[config.mk]
export PLATFORM = sky130hd
export DESIGN_NAME = univ_shift_reg_flat
export DESIGN_NICKNAME = d
export VERILOG_FILES = /design/src/rtl/univ_shift_reg_if.sv /design/src/rtl/univ_shift_reg.sv /design/src/flat_wrapper.sv
export SDC_FILE = /design/constraint.sdc
export NUM_CORES = 1
export LEC_CHECK = 0
export CORE_MARGIN = 2
export CORE_UTILIZATION = 35
export DETAILED_ROUTE_END_ITERATION = 6
export GPL_TIMING_DRIVEN = 1
export SLEW_MARGIN = 40
export SYNTH_ARGS = -nofsm -noshare
export SYNTH_HDL_FRONTEND = slang
export SYNTH_SLANG_ARGS = --single-unit
[constraint.sdc]
create_clock -name clk -period 1.7 [get_ports clk]
set_input_delay 0.34 -clock clk [delete_from_list [all_inputs] [get_ports clk]]
set_output_delay 0.34 -clock clk [all_outputs]
set_load 0.01 [all_outputs]
[src/rtl/univ_shift_reg_if.sv]
// Bus bundle for univ_shift_reg: control and data in, word and status out.
interface univ_shift_reg_if #(
   parameter int unsigned WIDTH = 8
);
   localparam int unsigned CW = $clog2(WIDTH + 1);

   logic             en;
   logic [2:0]       mode;
   logic [WIDTH-1:0] din;
   logic             sin_r;
   logic             sin_l;
   logic [WIDTH-1:0] q;
   logic             sout_msb;
   logic             sout_lsb;
   logic [CW-1:0]    cnt;
   logic             done;
   logic             done_pulse;

   // Driver side: issues operations, observes the word and counters.
   modport master (
      output en, mode, din, sin_r, sin_l,
      input  q, sout_msb, sout_lsb, cnt, done, done_pulse
   );

   // Register side: executes operations, publishes state.
   modport slave (
      input  en, mode, din, sin_r, sin_l,
      output q, sout_msb, sout_lsb, cnt, done, done_pulse
   );
endinterface

[src/rtl/univ_shift_reg.sv]
// Universal WIDTH-bit register: hold, shifts, rotates, load, clear, arithmetic
// shift right, plus a saturating shift counter with level and pulse completion flags.
module univ_shift_reg #(
   parameter int unsigned     WIDTH   = 8,
   parameter logic [WIDTH-1:0] RST_VAL = '0
) (
   input  logic               clk,
   input  logic               rst,
   univ_shift_reg_if.slave    bus
);
   localparam int unsigned   CW       = $clog2(WIDTH + 1);
   localparam logic [CW-1:0] CNT_MAX  = CW'(WIDTH);
   localparam logic [CW-1:0] CNT_LAST = CW'(WIDTH - 1);

   localparam logic [2:0] MODE_HOLD = 3'b000;
   localparam logic [2:0] MODE_SHL  = 3'b001;
   localparam logic [2:0] MODE_SHR  = 3'b010;
   localparam logic [2:0] MODE_ROL  = 3'b011;
   localparam logic [2:0] MODE_ROR  = 3'b100;
   localparam logic [2:0] MODE_LOAD = 3'b101;
   localparam logic [2:0] MODE_CLR  = 3'b110;
   localparam logic [2:0] MODE_ASR  = 3'b111;

   logic [WIDTH-1:0] q_r;
   logic [WIDTH-1:0] q_nxt;
   logic [CW-1:0]    cnt_r;
   logic [CW-1:0]    cnt_nxt;
   logic             done_r;
   logic             done_nxt;
   logic             pulse_r;
   logic             pulse_nxt;
   logic             incr;
   logic             zero_cnt;

   // Next-state decode for word, counter and completion flags.
   always_comb begin
      q_nxt     = q_r;
      cnt_nxt   = cnt_r;
      pulse_nxt = 1'b0;
      incr      = 1'b0;
      zero_cnt  = 1'b0;

      if (bus.en) begin
         case (bus.mode)
            MODE_HOLD: q_nxt = q_r;
            MODE_SHL: begin
               q_nxt = {q_r[WIDTH-2:0], bus.sin_r};
               incr  = 1'b1;
            end
            MODE_SHR: begin
               q_nxt = {bus.sin_l, q_r[WIDTH-1:1]};
               incr  = 1'b1;
            end
            MODE_ROL: begin
               q_nxt = {q_r[WIDTH-2:0], q_r[WIDTH-1]};
               incr  = 1'b1;
            end
            MODE_ROR: begin
               q_nxt = {q_r[0], q_r[WIDTH-1:1]};
               incr  = 1'b1;
            end
            MODE_LOAD: begin
               q_nxt    = bus.din;
               zero_cnt = 1'b1;
            end
            MODE_CLR: begin
               q_nxt    = '0;
               zero_cnt = 1'b1;
            end
            MODE_ASR: begin
               q_nxt = {q_r[WIDTH-1], q_r[WIDTH-1:1]};
               incr  = 1'b1;
            end
         endcase
      end

      // Counter saturates at WIDTH; the pulse marks only the step onto WIDTH.
      if (zero_cnt) begin
         cnt_nxt = '0;
      end else if (incr) begin
         if (cnt_r != CNT_MAX) cnt_nxt = cnt_r + CW'(1);
         pulse_nxt = (cnt_r == CNT_LAST);
      end

      done_nxt = (cnt_nxt == CNT_MAX);
   end

   // State register with synchronous reset taking priority over enable.
   always_ff @(posedge clk) begin
      if (rst) begin
         q_r     <= RST_VAL;
         cnt_r   <= '0;
         done_r  <= 1'b0;
         pulse_r <= 1'b0;
      end else begin
         q_r     <= q_nxt;
         cnt_r   <= cnt_nxt;
         done_r  <= done_nxt;
         pulse_r <= pulse_nxt;
      end
   end

   assign bus.q          = q_r;
   assign bus.cnt        = cnt_r;
   assign bus.done       = done_r;
   assign bus.done_pulse = pulse_r;
   assign bus.sout_msb   = q_r[WIDTH-1];
   assign bus.sout_lsb   = q_r[0];
endmodule

[src/flat_wrapper.sv]
// flat-port wrapper written by rule: the top's interface ports become plain ports
module univ_shift_reg_flat 
#(
   parameter int unsigned     WIDTH   = 8,
   parameter logic [WIDTH-1:0] RST_VAL = '0
)
  (clk, rst, bus_en, bus_mode, bus_din, bus_sin_r, bus_sin_l, bus_q, bus_sout_msb, bus_sout_lsb, bus_cnt, bus_done, bus_done_pulse);
  univ_shift_reg_if #(.WIDTH(WIDTH)) bus_i ();
  input  logic clk;
  input  logic rst;
  input wire logic [$bits(bus_i.en)-1:0] bus_en;
  input wire logic [$bits(bus_i.mode)-1:0] bus_mode;
  input wire logic [$bits(bus_i.din)-1:0] bus_din;
  input wire logic [$bits(bus_i.sin_r)-1:0] bus_sin_r;
  input wire logic [$bits(bus_i.sin_l)-1:0] bus_sin_l;
  output wire logic [$bits(bus_i.q)-1:0] bus_q;
  output wire logic [$bits(bus_i.sout_msb)-1:0] bus_sout_msb;
  output wire logic [$bits(bus_i.sout_lsb)-1:0] bus_sout_lsb;
  output wire logic [$bits(bus_i.cnt)-1:0] bus_cnt;
  output wire logic [$bits(bus_i.done)-1:0] bus_done;
  output wire logic [$bits(bus_i.done_pulse)-1:0] bus_done_pulse;
  assign bus_i.en = bus_en;
  assign bus_i.mode = bus_mode;
  assign bus_i.din = bus_din;
  assign bus_i.sin_r = bus_sin_r;
  assign bus_i.sin_l = bus_sin_l;
  assign bus_q = bus_i.q;
  assign bus_sout_msb = bus_i.sout_msb;
  assign bus_sout_lsb = bus_i.sout_lsb;
  assign bus_cnt = bus_i.cnt;
  assign bus_done = bus_i.done;
  assign bus_done_pulse = bus_i.done_pulse;
  univ_shift_reg #(.WIDTH(WIDTH), .RST_VAL(RST_VAL)) u_core (.clk(clk), .rst(rst), .bus(bus_i));
endmodule
==> impl_metrics.csv, run 1 <==
group,metric,value,unit
outcome,status,"complete, no violations",
yosys,synthesis.nets,123,
flow_run,max-cap-violations,0,
routing,drtPass1Iterations,4,
finish,final_cell_mix,"clkdlybuf4s50_1, buf_4, dfxtp_1",
setup_path,worst-path-max-fanout,7,
die,die-height,55.4,um
placement,dp_hpwl,1.86,mm
die,io_pins,32,
power,pwr_density_cell,596,mW/mm^2
yosys,synth_cells,105,
routing,antenna_left,0,
placement,placed_cells,171,
timing,maxSlewViolCount,0,
routing,drtIter0Drc,28,
setup_path,cp_slowest_cell,"clkdlybuf4s50_1",
routing,num_vias,956,
timing,min_period_over_period,95.9,%
yosys,synth_cell_types,38,
timing,finClkSkew,9.05,ps
timing,fmax,0.613,GHz
die,die-area,0.00307,sq mm
die,dieWidth,55.4,um
setup_path,start_kind,"register",
setup_path,path_cells,"clkdlybuf4s50_1",
routing,viasPerCell,5.49,
finish,nets,164,
setup_path,crit_buf_inv,1,
finish,drive_above_1_share,17.4,%
yosys,synth_top_family_by_area,"compound AO/OA/AOI/OAI gates",
setup_path,end_kind,"primary output",
routing,wl_met2,1.31,mm
clock_network,cts_root_buffer,"clkbuf_4",
global_route,grt_pass1_vias,925,
yosys,synth.avg_cell_area,8.79,sq um
die,initial_core_util,36.9,%
yosys,synth-seq-cells,14,
finish,post-route-util,54.2,%
timing,finalSetupTns,0,ps
finish,final_common_cell,"clkdlybuf4s50_1",
yosys,yosys-mux-area-fraction,2.17,%
yosys,synth-compound-area-share,30.6,%
timing,setup_viol,0,
power,ir_drop,351,uV
timing,tightest_slew,369,ps
die,coreArea,0.00250,sq mm
placement,port_buffers,31,
yosys,yosysSeqAreaShare,30.4,%
setup_path,crit_type,"reg2out",
setup_path,required,1360,ps
global_route,grt_max_degree,10,
clock_network,cts_tree,"built",
finish,finalNonFillerCells,174,
timing,rsz0062_at_grt,"no",
routing,wl_per_cell,14.5,um
routing,drt_wl_total,2.52,mm
global_route,grt_usage,16.5,%
finish,antenna_cells,0,
finish,areaGrowthSynthToFinish,46.7,%
timing,min_period,1630,ps
clock_network,clk_pin_slew_worst_paths,90,ps
yosys,async_reset_ff_share,0,%
yosys,synthAdderAreaFrac,2.71,%
routing,dr_wl_met3,157,um
setup_path,slowest_delay,580,ps
clock_network,postCtsSetupBuffers,0,
setup_path,path_delay_family,"buffers and inverters",
routing,met1_length,1.04,mm
power,p_leak,0.543,nW
power,power,0.000807,W
yosys,synth-edff-count,0,
clock_network,cts_max_level,1,
timing,relSlewSlack,75.4,%
global_route,grt.overflow.total,0,
timing,hold_viol,0,
yosys,synth-simple-area-share,20.9,%
die,row_count,18,
yosys,synthXorXnorAreaFrac,4.88,%
min_path,hold_path_class,"reg2reg",
placement,place_congestion,0.751,
routing,top_layer,"met4",
clock_network,cts_hold_buf,0,
clock_network,numCtsBuffers,3,
global_route,grt_pass1_wl,4.13,mm
routing,drc,0,
clock_network,clock_sinks,14,
yosys,synth_area,923,sq um
clock_network,clock_latency,280,ps
global_route,grt_antenna_before_repair,0,
setup_path,cp.arrival,1290,ps
yosys,yosys_warnings,0,
timing,hold_ws,506,ps
yosys,synth_ff_type,"dfxtp_1",
clock_network,cts_buffer_depth,2,
what timing repair did:
action	in CTS	in global routing
setup endpoints to repair	1	5
endpoints found under the hold margin	0	0
gates resized for setup	1	5
layout make-up:
cell class | instances | area [sq um]
fillers | 243 | 1140
multi-input cells | 79 | 578
clock buffers | 3 | 22.5
repair buffers | 45 | 424
flip-flops and latches | 14 | 282
well taps | 30 | 37.5
inverters | 3 | 11.3
stage by stage:
stage | setup slack, ps | area (sq um)
after global routing | 2.19 | 1360
after CTS | 20.9 | 1330
final | 70.0 | 1360
after detailed placement | -268 | 1310
after floorplan | 325 | 923
after global placement | -189 | 1310
sequential cells by signal (all words and copies together), names as in the netlist:
name and cells:
u_core.bus.done_pulse 1, u_core.bus.cnt 4, u_core.bus.q 8, u_core.bus.done 1
routing by layer:
metal / vias up / global-route usage (%)
met4: 0 / 3.48
met3: 2 / 6.32
met1: 447 / 19.1
met2: 33 / 28.9
met5: - / 0
li1: 474 / -
power by group:
group          internal [W]  switching (W)  total, W
clock network     0.0000821       0.000106  0.000188
registers          0.000345      0.0000211  0.000366
logic              0.000139       0.000114  0.000253
worst paths after layout:
path                                                   start  slack [ps]  depth (start not counted)                                to
worst min register to register  u_core.bus.cnt[2]$_SDFF_PP0_         510                          2  u_core.bus.done_pulse$_SDFF_PP0_
worst max register to register  u_core.bus.cnt[0]$_SDFF_PP0_         280                          6        u_core.bus.done$_SDFF_PP0_
worst min-delay path            u_core.bus.cnt[2]$_SDFF_PP0_         510                          2  u_core.bus.done_pulse$_SDFF_PP0_
worst max-delay path            u_core.bus.cnt[0]$_SDFF_PP0_          70                          1                        bus_cnt[0]
cell usage after synthesis (2+ instances only):
cell type	number	area (sq um)
nor2b_1	3	18.8
mux2i_1	2	20.0
nand3_1	3	15.0
o21ai_0	3	15.0
nor3_1	8	40.0
o31ai_1	2	15.0
clkbuf_1	2	7.51
dfxtp_1	14	280
a21oi_1	3	15.0
buf_4	2	15.0
a22o_1	7	61.3
xnor2_1	2	17.5
o211a_1	2	20.0
buf_2	2	10.0
a221oi_1	7	61.3
buf_6	3	33.8
nand2_1	4	15.0
inv_1	3	11.3
ha_1	2	25.0
o2111ai_1	2	17.5
nor2_1	12	45.0
logic make-up (layout without fill, tap and decap cells):
family          count (synthesis)  in the layout
xor+xnor                        3              3
fa+ha+maj                       2              2
compound gates                 34             34
buf+inv                        12             51
mux                             2              2
flops                          14             14
simple gates                   38             38
No activity file was read; power rests on OpenSTA's default activity.
==> inputs of run 2 (changes only) <==
--- a/config.mk
+++ b/config.mk
@@ -8,8 +8,10 @@
 export CORE_MARGIN = 2
 export CORE_UTILIZATION = 35
 export DETAILED_ROUTE_END_ITERATION = 6
+export DONT_BUFFER_PORTS = 1
 export GPL_TIMING_DRIVEN = 1
 export SLEW_MARGIN = 40
 export SYNTH_ARGS = -nofsm -noshare
 export SYNTH_HDL_FRONTEND = slang
 export SYNTH_SLANG_ARGS = --single-unit
+export TNS_END_PERCENT = 100
==> run 2 against run 1 <==
Net effect: clock skew fell by 8.0 ps; sequential power rose by 3%; wire length shrank 16%; largest power group unchanged; critical endpoint is now u_core.bus.done$_SDFF_PP0_.
==> impl_metrics.csv, run 2 (synthesis results as in run 1) <==
group,metric,value,unit
outcome,status,"complete, no violations",
global_route,grt_pass1_vias,761,
setup_path,path_cells,"inv_1 > ha_1 > nand2_1 > o2111ai_1 > nor3b_1 > o211a_1",
die,die-area,0.00307,sq mm
routing,num_vias,801,
timing,setup_viol,0,
timing,fmax,0.670,GHz
clock_network,numCtsBuffers,3,
setup_path,crit_type,"reg2reg",
global_route,grt_antenna_before_repair,0,
finish,final_cell_mix,"dfxtp_1, nor2_1, nor3_1",
routing,drc,0,
finish,drive_above_1_share,9.90,%
timing,relSlewSlack,76.8,%
placement,place_congestion,0.763,
placement,place_ws,198,ps
finish,areaGrowthSynthToFinish,1.63,%
routing,drtIter0Drc,30,
finish,antenna_cells,0,
setup_path,slowest_delay,490,ps
setup_path,worst-path-max-fanout,7,
die,io_pins,32,
power,pwr_density_cell,788,mW/mm^2
die,coreArea,0.00250,sq mm
setup_path,cp_slowest_cell,"dfxtp_1",
die,dieWidth,55.4,um
clock_network,cts_buffer_depth,2,
setup_path,required,1880,ps
clock_network,cts_hold_buf,0,
timing,finClkSkew,1.06,ps
routing,drtPass1Iterations,4,
routing,drt_wl_total,2.13,mm
clock_network,clock_sinks,14,
setup_path,rr_endpoint,"u_core.bus.done$_SDFF_PP0_",
timing,hold_viol,0,
die,die-height,55.4,um
routing,antenna_left,0,
routing,wl_per_cell,16.2,um
min_path,whs_path_depth,1,
clock_network,cts_tree,"built",
global_route,grt_usage,14.2,%
flow_run,max-cap-violations,0,
setup_path,reg2reg_slack,210,ps
timing,setup_slack,208,ps
setup_path,end_kind,"register",
die,row_count,18,
finish,post-route-util,37.5,%
setup_path,reg2reg_depth,6,
timing,finalSetupTns,0,ps
clock_network,cts_root_buffer,"clkbuf_4",
timing,min_period,1490,ps
routing,viasPerCell,6.11,
finish,num-fill-cells,262,
timing,tightest_slew,347,ps
min_path,hold_path_class,"in2reg",
power,ir_drop,472,uV
finish,nets,120,
clock_network,postCtsSetupBuffers,0,
min_path,min_from,"rst",
power,p_leak,0.347,nW
placement,dp_hpwl,1.57,mm
clock_network,ctsResizeCount,0,
timing,maxSlewViolCount,0,
setup_path,worstReg2RegStart,"u_core.bus.cnt[0]$_SDFF_PP0_",
placement,port_buffers,0,
timing,min_period_over_period,87.8,%
finish,final_common_cell,"dfxtp_1",
setup_path,cp.arrival,1670,ps
finish,largest_register_ffs,8,
clock_network,clk_pin_slew_worst_paths,90,ps
clock_network,clock_latency,280,ps
setup_path,start_kind,"register",
min_path,holdPathEnd,"u_core.bus.q[7]$_SDFFE_PP0P_",
clock_network,cts_max_level,1,
global_route,grt.overflow.total,0,
global_route,grt_max_degree,22,
global_route,grt_pass1_wl,3.53,mm
timing,rsz0062_at_grt,"no",
die,initial_core_util,36.9,%
[run 2: changes by cell type in the layout (fill, tap and decap cells not counted)]
| cell | delta |
|---|---|
| a221oi_1 | +2 |
| a221oi_2 | -2 |
| buf_4 | -12 |
| buf_6 | -1 |
| clkbuf_8 | +1 |
| clkdlybuf4s50_1 | -29 |
| dfxtp_1 | +1 |
| dfxtp_2 | -1 |
| dlymetal6s2s_1 | -2 |
[run 2: worst max-delay path: cells and delay by family, from the launching register on]
family | cells | cell delay, ps
simple gates | 2 | 250
compound gates | 2 | 320
buf+inv | 1 | 100
flops | 1 | 490
fa+ha+maj | 1 | 220
[run 2: layer usage]
layer / track usage, % / vias up / routed length (um) / part of all wire, %
met2: 24.5 / 35 / 1070 / 50
met5: 0 / - / 0 / 0
met3: 6.32 / 2 / 214 / 10
met4: 3.14 / 0 / 12 / 0.56
met1: 16.0 / 377 / 833 / 39
li1: - / 387 / - / -
[run 2: how the worst max path moves through the flow]
stage                                      start                      endpoint
finish              u_core.bus.cnt[0]$_SDFF_PP0_    u_core.bus.done$_SDFF_PP0_
global route        u_core.bus.cnt[0]$_SDFF_PP0_  u_core.bus.cnt[0]$_SDFF_PP0_
CTS                 u_core.bus.cnt[0]$_SDFF_PP0_    u_core.bus.done$_SDFF_PP0_
detailed placement  u_core.bus.cnt[0]$_SDFF_PP0_    u_core.bus.done$_SDFF_PP0_
global placement    u_core.bus.cnt[0]$_SDFF_PP0_    u_core.bus.done$_SDFF_PP0_
floorplan                            bus_mode[2]  u_core.bus.q[0]$_SDFFE_PP0P_
[run 2: power by group]
| group | switching [W] | total (W) | internal (W) |
|---|---|---|---|
| Combinational | 0.0000572 | 0.000115 | 0.0000573 |
| Sequential | 0.0000333 | 0.000378 | 0.000345 |
| Clock | 0.000116 | 0.000246 | 0.000130 |
[run 2: layout make-up]
type	count	area (sq um)	share of cell area [%]
inverters	3	11.3	1.20
well taps	30	37.5	4.00
clock buffers	4	36.3	3.87
repair buffers	1	7.51	0.800
flip-flops and latches	14	280	29.9
multi-input cells	79	566	60.3
[run 2: metrics by stage]
stage | cell area, sq um | hold WS [ps] | power, W | std cells
floorplan | 923 | 528 | 0.000506 | 105
global placement | 902 | 408 | 0.000497 | 127
detailed placement | 902 | 408 | 0.000502 | 127
CTS | 938 | 96.2 | 0.000746 | 131
global route | 938 | 94.2 | 0.000771 | 131
finish | 938 | 103 | 0.000739 | 131
==> inputs of run 3 (changes only) <==
--- a/config.mk
+++ b/config.mk
@@ -9,7 +9,7 @@
 export CORE_UTILIZATION = 35
 export DETAILED_ROUTE_END_ITERATION = 6
 export DONT_BUFFER_PORTS = 1
-export GPL_TIMING_DRIVEN = 1
+export GPL_TIMING_DRIVEN = 0
 export SLEW_MARGIN = 40
 export SYNTH_ARGS = -nofsm -noshare
 export SYNTH_HDL_FRONTEND = slang
==> constraint.sdc (replaced) <==
create_clock -name clk -period 1.91 [get_ports clk]
set_input_delay 0.382 -clock clk [delete_from_list [all_inputs] [get_ports clk]]
set_output_delay 0.382 -clock clk [all_outputs]
set_load 0.01 [all_outputs]
==> run 3 against run 2 <==
Net effect: sequential power down 11%; largest cell class unchanged; first-iteration DRC count unchanged; flip-flop and latch count unchanged.
==> impl_metrics.csv, run 3 (synthesis results as in run 1) <==
group,metric,value,unit
global_route,grt_pass1_wl,3.89,mm
power,ir_drop,467,uV
clock_network,clock_latency,280,ps
power,power,0.000695,W
finish,areaGrowthSynthToFinish,7.99,%
power,p_seq_share,48.3,%
power,pwr_density_cell,697,mW/mm^2
die,io_pins,32,
global_route,grt_pass1_vias,858,
clock_network,ctsResizeCount,0,
routing,viasPerCell,5.88,
clock_network,cts_buffer_depth,2,
global_route,grt_usage,15.5,%
clock_network,postCtsSetupBuffers,0,
timing,maxSlewViolCount,0,
die,initial_core_util,36.9,%
finish,largest_register_ffs,8,
placement,port_buffers,0,
clock_network,clk_pin_slew_worst_paths,90,ps
global_route,grt.overflow.total,0,
power,p_leak,0.381,nW
global_route,grt_antenna_before_repair,0,
power,combPwrFrac,19.7,%
routing,antenna_left,0,
placement,placed_cells,135,
clock_network,clock_sinks,14,
timing,min_period_over_period,79.9,%
clock_network,numCtsBuffers,3,
finish,final_cell_mix,"dfxtp_1, nor2_1, nor3_1",
routing,drtIter0Drc,30,
finish,nets,128,
timing,rsz0062_at_grt,"no",
clock_network,cts_hold_buf,0,
power,switching_share,30.3,%
routing,drtPass1Iterations,4,
die,row_count,18,
setup_path,start_kind,"register",
placement,dp_hpwl,1.76,mm
setup_path,worst-path-max-fanout,7,
timing,tightest_slew,769,ps
die,dieWidth,55.4,um
finish,drive_above_1_share,14.7,%
timing,setup_viol,0,
routing,drt_wl_total,2.31,mm
die,die-height,55.4,um
routing,drc,0,
clock_network,cts_tree,"built",
power,pwr-share-clk,32.0,%
setup_path,cp.arrival,1760,ps
timing,hold_viol,0,
flow_run,max-cap-violations,0,
routing,wl_per_cell,16.6,um
clock_network,cts_root_buffer,"clkbuf_4",
timing,fmax,0.656,GHz
clock_network,cts_max_level,1,
finish,post-route-util,39.9,%
timing,finalSetupTns,0,ps
min_path,hold_path_class,"in2reg",
power,p_int,0.000485,W
die,die-area,0.00307,sq mm
finish,fin_area,997,sq um
setup_path,crit_type,"reg2reg",
finish,final_common_cell,"dfxtp_1",
setup_path,required,2140,ps
placement,dpl_cell_area,961,sq um
outcome,status,"complete, no violations",
setup_path,end_kind,"register",
finish,finalNonFillerCells,139,
routing,num_vias,818,
timing,relSlewSlack,48.3,%
timing,finClkSkew,0.226,ps
die,coreArea,0.00250,sq mm
timing,min_period,1530,ps
global_route,grt_max_degree,11,
placement,place_congestion,0.741,
finish,antenna_cells,0,
power,power_switching,0.000211,W
[run 3: cell types whose count changed in the layout (fill, tap and decap cells not counted), sizes merged]
cell / before / now
clkbuf: 4 / 6
buf: 1 / 7
[run 3: worst paths after layout]
kind                                startpoint                           end  slack (ps)  cells after the start
setup reg to reg  u_core.bus.cnt[0]$_SDFF_PP0_    u_core.bus.done$_SDFF_PP0_         380                      6
setup / recovery  u_core.bus.cnt[0]$_SDFF_PP0_    u_core.bus.done$_SDFF_PP0_         380                      6
hold reg to reg   u_core.bus.q[5]$_SDFFE_PP0P_  u_core.bus.q[5]$_SDFFE_PP0P_         580                      2
hold / removal                             rst  u_core.bus.cnt[3]$_SDFF_PP0_         330                      3
[run 3: power by group through the flow]
stage | combinational (W) | clock, W | sequential [W]
floorplan | 0.000114 | 0 | 0.000336
global placement | 0.000131 | 0 | 0.000342
detailed placement | 0.000137 | 0 | 0.000343
CTS | 0.000138 | 0.000224 | 0.000336
global route | 0.000153 | 0.000232 | 0.000339
finish | 0.000137 | 0.000222 | 0.000336
[run 3: final cells by class]
type,count,area (sq um)
inverter,3,11.3
buffer,9,66.3
tap,30,37.5
clock buffer,4,36.3
multi-input combinational,79,566
fill,267,1500
sequential,14,280
[run 3: layer usage]
layer / vias up / share of wire (%) / track usage [%]
met1: 380 / 40 / 16.5
li1: 404 / - / -
met4: 0 / 0.52 / 2.79
met3: 2 / 7.7 / 7.26
met5: - / 0 / 0
met2: 32 / 51 / 27.9
[run 3: critical path, stage by stage (launching register included)]
cell and delay, ps:
dfxtp_1 490, inv_1 100, ha_1 240, a211oi_1 270
a21oi_1 60, nor3_1 150, o211a_1 170
[run 3: metrics by stage]
step / hold slack (ps) / setup WS (ps)
global route: 361 / 245
detailed placement: 576 / 256
CTS: 334 / 377
finish: 333 / 385
floorplan: 528 / 493
global placement: 551 / 337
